--- config.mk ---
export PLATFORM = sky130hd
export DESIGN_NAME = hit_judge
export DESIGN_NICKNAME = d
export VERILOG_FILES = /design/src/rtl/hit_judge.sv
export SDC_FILE = /design/constraint.sdc
export NUM_CORES = 1
export LEC_CHECK = 0
export CORE_MARGIN = 2
export CORE_UTILIZATION = 55
export CTS_CLUSTER_SIZE = 10
export DETAILED_ROUTE_END_ITERATION = 8
export GPL_ROUTABILITY_DRIVEN = 1
export PLACE_DENSITY_LB_ADDON = 0.08
export SYNTH_ARGS = -nofsm -noshare
export SYNTH_HDL_FRONTEND = slang
export SYNTH_SLANG_ARGS = --single-unit
export TNS_END_PERCENT = 100
--- constraint.sdc ---
create_clock -name clk -period 2.5 [get_ports clk]
set_input_delay 0.75 -clock clk [delete_from_list [all_inputs] [get_ports clk]]
set_output_delay 0.75 -clock clk [all_outputs]
set_load 0.005 [all_outputs]
--- src/rtl/hit_judge.sv ---
// hit_judge -- whack-a-mole round referee.
//
// Runs one timed round: detects rising edges on the start key and the hole
// keys, judges each key edge against the lit hole, keeps score / miss / time
// counters and emits one-cycle pulses to the buzzer and mole generator.
//
// Ports
//   clk          rising-edge clock for all logic
//   rst          synchronous active-high reset
//   start        debounced start key level
//   keys         debounced hole key levels, one bit per hole
//   mole_pos     one-hot lit hole, all-zero when no mole is shown
//   correct_hit  pulse: exactly one key edge, on the lit hole
//   wrong_hit    pulse: any other key activity during a round
//   game_over    pulse: round ended (time out or too many misses)
//   mole_clear   pulse: request a new mole position
//   playing      high while a round is running
//   score        correct hits this round, saturates at 255
//   misses       wrong hits this round
//   seconds_left whole seconds remaining in the round
module hit_judge #(
   parameter int NUM_HOLES    = 4,
   parameter int CLK_HZ       = 50_000_000,
   parameter int GAME_SECONDS = 30,
   parameter int MAX_MISSES   = 5
) (
   input  logic                 clk,
   input  logic                 rst,
   input  logic                 start,
   input  logic [NUM_HOLES-1:0] keys,
   input  logic [NUM_HOLES-1:0] mole_pos,
   output logic                 correct_hit,
   output logic                 wrong_hit,
   output logic                 game_over,
   output logic                 mole_clear,
   output logic                 playing,
   output logic [7:0]           score,
   output logic [2:0]           misses,
   output logic [7:0]           seconds_left
);

   // Prescaler is wide enough for 0..CLK_HZ-1; keep at least one bit.
   localparam int PW = (CLK_HZ > 1) ? $clog2(CLK_HZ) : 1;
   localparam logic [PW-1:0] PRESC_MAX = PW'(CLK_HZ - 1);

   typedef enum logic [1:0] {
      IDLE = 2'd0,
      PLAY = 2'd1,
      OVER = 2'd2
   } state_t;

   state_t               state_q, state_d;
   logic                 start_q;
   logic [NUM_HOLES-1:0] keys_q;
   logic [PW-1:0]        presc_q, presc_d;
   logic [7:0]           secs_q, secs_d;
   logic [7:0]           score_q, score_d;
   logic [2:0]           misses_q, misses_d;
   logic                 correct_q, correct_d;
   logic                 wrong_q, wrong_d;
   logic                 over_q, over_d;
   logic                 clear_q, clear_d;

   logic                 start_edge;
   logic [NUM_HOLES-1:0] key_edge;
   logic                 single_edge;
   logic                 sec_tick;

   assign start_edge  = start & ~start_q;
   assign key_edge    = keys & ~keys_q;
   // Exactly one bit set: non-zero and clearing the lowest set bit leaves zero.
   assign single_edge = (key_edge != '0) && ((key_edge & (key_edge - 1'b1)) == '0);
   assign sec_tick    = (presc_q == PRESC_MAX);

   always_comb begin
      state_d   = state_q;
      presc_d   = presc_q;
      secs_d    = secs_q;
      score_d   = score_q;
      misses_d  = misses_q;
      correct_d = 1'b0;
      wrong_d   = 1'b0;
      over_d    = 1'b0;
      clear_d   = 1'b0;

      case (state_q)
         IDLE, OVER: begin
            if (start_edge) begin
               state_d  = PLAY;
               presc_d  = '0;
               secs_d   = 8'(GAME_SECONDS);
               score_d  = '0;
               misses_d = '0;
            end
         end

         PLAY: begin
            if (sec_tick) begin
               presc_d = '0;
               if (secs_q != 8'd0) begin
                  secs_d = secs_q - 8'd1;
               end
            end else begin
               presc_d = presc_q + 1'b1;
            end

            // Expiry takes priority over any key activity on the same cycle.
            if (sec_tick && (secs_q <= 8'd1)) begin
               secs_d  = 8'd0;
               state_d = OVER;
               over_d  = 1'b1;
            end else if (key_edge != '0) begin
               if (single_edge && ((key_edge & mole_pos) != '0)) begin
                  correct_d = 1'b1;
                  clear_d   = 1'b1;
                  if (score_q != 8'hFF) begin
                     score_d = score_q + 8'd1;
                  end
               end else begin
                  wrong_d  = 1'b1;
                  misses_d = misses_q + 3'd1;
                  if ((misses_q + 3'd1) == 3'(MAX_MISSES)) begin
                     state_d = OVER;
                     over_d  = 1'b1;
                  end
               end
            end
         end

         default: state_d = IDLE;
      endcase
   end

   always_ff @(posedge clk) begin
      if (rst) begin
         state_q   <= IDLE;
         start_q   <= 1'b0;
         keys_q    <= '0;
         presc_q   <= '0;
         secs_q    <= '0;
         score_q   <= '0;
         misses_q  <= '0;
         correct_q <= 1'b0;
         wrong_q   <= 1'b0;
         over_q    <= 1'b0;
         clear_q   <= 1'b0;
      end else begin
         state_q   <= state_d;
         // Previous-level registers track the inputs in every state so that a
         // key held across a state change never appears as a fresh edge.
         start_q   <= start;
         keys_q    <= keys;
         presc_q   <= presc_d;
         secs_q    <= secs_d;
         score_q   <= score_d;
         misses_q  <= misses_d;
         correct_q <= correct_d;
         wrong_q   <= wrong_d;
         over_q    <= over_d;
         clear_q   <= clear_d;
      end
   end

   assign correct_hit  = correct_q;
   assign wrong_hit    = wrong_q;
   assign game_over    = over_q;
   assign mole_clear   = clear_q;
   assign playing      = (state_q == PLAY);
   assign score        = score_q;
   assign misses       = misses_q;
   assign seconds_left = secs_q;

endmodule

==> flow_metrics.env <==
export IMPL_placed_cells=464
export IMPL_setup_viol=0
export IMPL_hp_class="flip-flop to flip-flop"
export IMPL_slew_viol_final=0
export IMPL_syn_area_um2=2840
export IMPL_cp_arrival_ps=2690
export IMPL_wirelength_um=6570
export IMPL_total_leakage_power_nw=1.28
export IMPL_wl_met3_um=194
export IMPL_cp_cell_sequence="clkdlybuf4s50_1 -> nand3b_1 -> buf_4 -> nand4_1 -> o211ai_1 -> or3_4 -> or3_1 -> a21oi_2"
export IMPL_syn_inst=344
export IMPL_yosys_register_bits=55
export IMPL_hold_buffers=0
export IMPL_skew_ps=8.51
export IMPL_drt_met1_wl_um=3280
export IMPL_port_buffers=34
export IMPL_fmax_mhz=409
export IMPL_clockBufferDepth=2
export IMPL_timing_critical_path_from="keys[2]"
export IMPL_diodes=0
export IMPL_synth_nets=362
export IMPL_tightestPinTransition_ps=589
export IMPL_yosysWarnings=0
export IMPL_first_pass_iters=4
export IMPL_cts_made_buffers=5
export IMPL_hold_viol=0
export IMPL_cp_required_ps=2750
export IMPL_synth_async_reset_ratio_pct=0
export IMPL_die_x_um=75.8
export IMPL_top_layer_used="met4"
export IMPL_drtAntennaViolNets=0
export IMPL_path_clk_slew_ps=100
export IMPL_slew_headroom_pct=60.5
export IMPL_chipHeight_um=75.8
export IMPL_worst_ir_drop_vdd_uv=372
export IMPL_area_delta_synth_final_pct=26.0
export IMPL_cp_end_kind="flip-flop"
export IMPL_core_area_um2=5040
export IMPL_whs_endpoint="state_q[1]$_SDFFE_PP0P_"
export IMPL_insertion_delay_ps=310
export IMPL_syn_area_per_cell_um2=8.24
export IMPL_crit_buf_inv=2
export IMPL_crit_path_max_fanout=8
export IMPL_r2r_start="presc_q[0]$_SDFFE_PP0P_"
export IMPL_slowest_delay_ps=490
export IMPL_grt_pass1_vias=2355
export IMPL_fin_setup_tns_ps=0
export IMPL_cts_tree="done"
export IMPL_die_area_um2=5740
export IMPL_post_drt_wl_per_cell_um=13.9
export IMPL_worstRegToRegCells=7
export IMPL_grt_max_degree=18
export IMPL_post_dp_hpwl_um=4680
export IMPL_status="completed"
export IMPL_worstHoldStart="state_q[1]$_SDFFE_PP0P_"
export IMPL_antenna_found_initial=0
export IMPL_drc=0
export IMPL_synth_ff_type="dfxtp_1"
export IMPL_drt_iter0_drc=115
export IMPL_utilization_pct=70.9
export IMPL_rsz0062_at_grt="yes"
export IMPL_rows=26
export IMPL_fin_crit_sh_pct=97.9
export IMPL_holdWs_ps=495
export IMPL_max_cap_violations=0
export IMPL_crit_path_top_delay_cell="clkdlybuf4s50_1"
export IMPL_crit_family="simple AND/OR/NAND/NOR gates"
export IMPL_drive_above_1_share_pct=12.9
export IMPL_grt_pass1_wl_um=10400
export IMPL_ff2ff_setup_slack_ps=200
export IMPL_initial_core_util_pct=56.2
export IMPL_path_class="primary input to flip-flop"
export IMPL_wl_met2_um=3020
export IMPL_grt_ovfl_total=0
export IMPL_seq_area_frac_synth_pct=38.8
export IMPL_ys_types=55
export IMPL_cts_root_buf="clkbuf_8"
export IMPL_worst_setup_path_start_kind="primary input"
export IMPL_nets=421
export IMPL_worst_r2r_endpoint="seconds_left[6]$_SDFFE_PP0P_"
export IMPL_gp_congestion=0.797
export IMPL_vias=2683
export IMPL_whs_path_depth=1
export IMPL_cts_max_level=2
export IMPL_final_cells=474
export IMPL_period_needed_ps=2450
export IMPL_clkSinkCount=55
export IMPL_synth_edf_count=0
export IMPL_p_per_area_nw_per_um2=501
export IMPL_vias_per_cell=5.66
export IMPL_grt_use_total_pct=23.1
export IMPL_io_pins=35
[how the worst max path moves through the flow]
stage | depth (start not counted) | endpoint
floorplan | 8 | score[0]$_SDFFE_PP0P_
global placement | 7 | score[3]$_SDFFE_PP0P_
detailed placement | 7 | score[5]$_SDFFE_PP0P_
CTS | 7 | score[5]$_SDFFE_PP0P_
global route | 7 | score[5]$_SDFFE_PP0P_
finish | 8 | score[5]$_SDFFE_PP0P_
[repair_timing]
action,CTS,global route
setup buffers,0,1
gates resized for setup,0,12
endpoints found under the hold margin,0,0
setup endpoints to repair,0,14
[layout make-up]
cell class                 instances  area (um^2)
inverter                          15         56.3
fill                             418         1470
sequential                        55         1100
timing repair buffer              60          538
tap                               70         87.6
clock buffer                       6         82.6
clock inverter                     2         35.0
multi-input combinational        266         1670
[where the power goes]
part / total (mW) / switching, mW / internal (mW)
logic: 0.266 / 0.142 / 0.124
clock network: 0.616 / 0.291 / 0.325
registers: 0.910 / 0.0176 / 0.892
total: 1.79 / 0.451 / 1.34
[cells in the mapped netlist (3+ instances only)]
cell type  count  area [um^2]
nand2_1       22         82.6
xor2_1        10         87.6
o21a_1         3         22.5
dfxtp_1       55         1100
o21ai_0       18         90.1
nor2b_1        9         56.3
o211ai_1       6         45.0
nor3b_1        3         22.5
ha_1           7         87.6
inv_1         15         56.3
nand3b_1       5         37.5
nor3_1         8         40.0
nor2_1        36          135
a21oi_1       32          160
a211oi_1       5         37.5
and3_1         7         43.8
and4_1         4         35.0
xnor2_1        6         52.6
nor4_1         3         18.8
nand3_1       21          105
clkbuf_1       5         18.8
nand4_1        7         43.8
or4_1          6         45.0
or3_1         13         81.3
[metrics by stage]
stage	power, mW	worst slack (ps)	cell area, um^2
floorplan	1.07	132	2840
global placement	1.18	-274	3400
detailed placement	1.18	-318	3400
CTS	1.79	2.93	3520
global route	1.87	-4.12	3570
finish	1.79	53.0	3570
[registers in the layout, summed over array words and instances, names as in the netlist]
register      count
presc_q          26
score             8
seconds_left      8
keys_q            4
misses            3
state_q           2
game_over         1
mole_clear        1
start_q           1
wrong_hit         1
[cell families (layout without fill, tap and decap cells)]
| group | after synthesis | count (layout) | share of synthesized area (%) |
|---|---|---|---|
| and+or+nand+nor | 160 | 161 | 31.8 |
| AOI/OAI and AO/OA | 82 | 82 | 17.6 |
| DFF | 55 | 55 | 38.8 |
| buffers and inverters | 24 | 83 | 3.75 |
| xor gates and xnor gates | 16 | 16 | 4.94 |
| adders and majority gates | 7 | 7 | 3.09 |
[per-layer routing]
layer,global-route usage (%),vias to the layer above
met4,6.04,0
li1,-,1366
met1,31.0,1266
met3,3.44,7
met5,0,-
met2,38.6,44
[placed cells by master, fill, tap and decap left out, types with 6 or more instances in the layout]
cell              n
a21oi_1          30
and3_1            7
buf_4            26
clkbuf_8          6
clkdlybuf4s50_1  33
dfxtp_1          55
ha_1              7
inv_1            15
nand2_1          22
nand3_1          21
nand4_1           7
nor2_1           36
nor2b_1           8
nor3_1            7
o211ai_1          6
o21ai_0          16
or3_1            13
or4_1             6
xnor2_1           6
xor2_1           10
(Power assumes the default switching activity.)
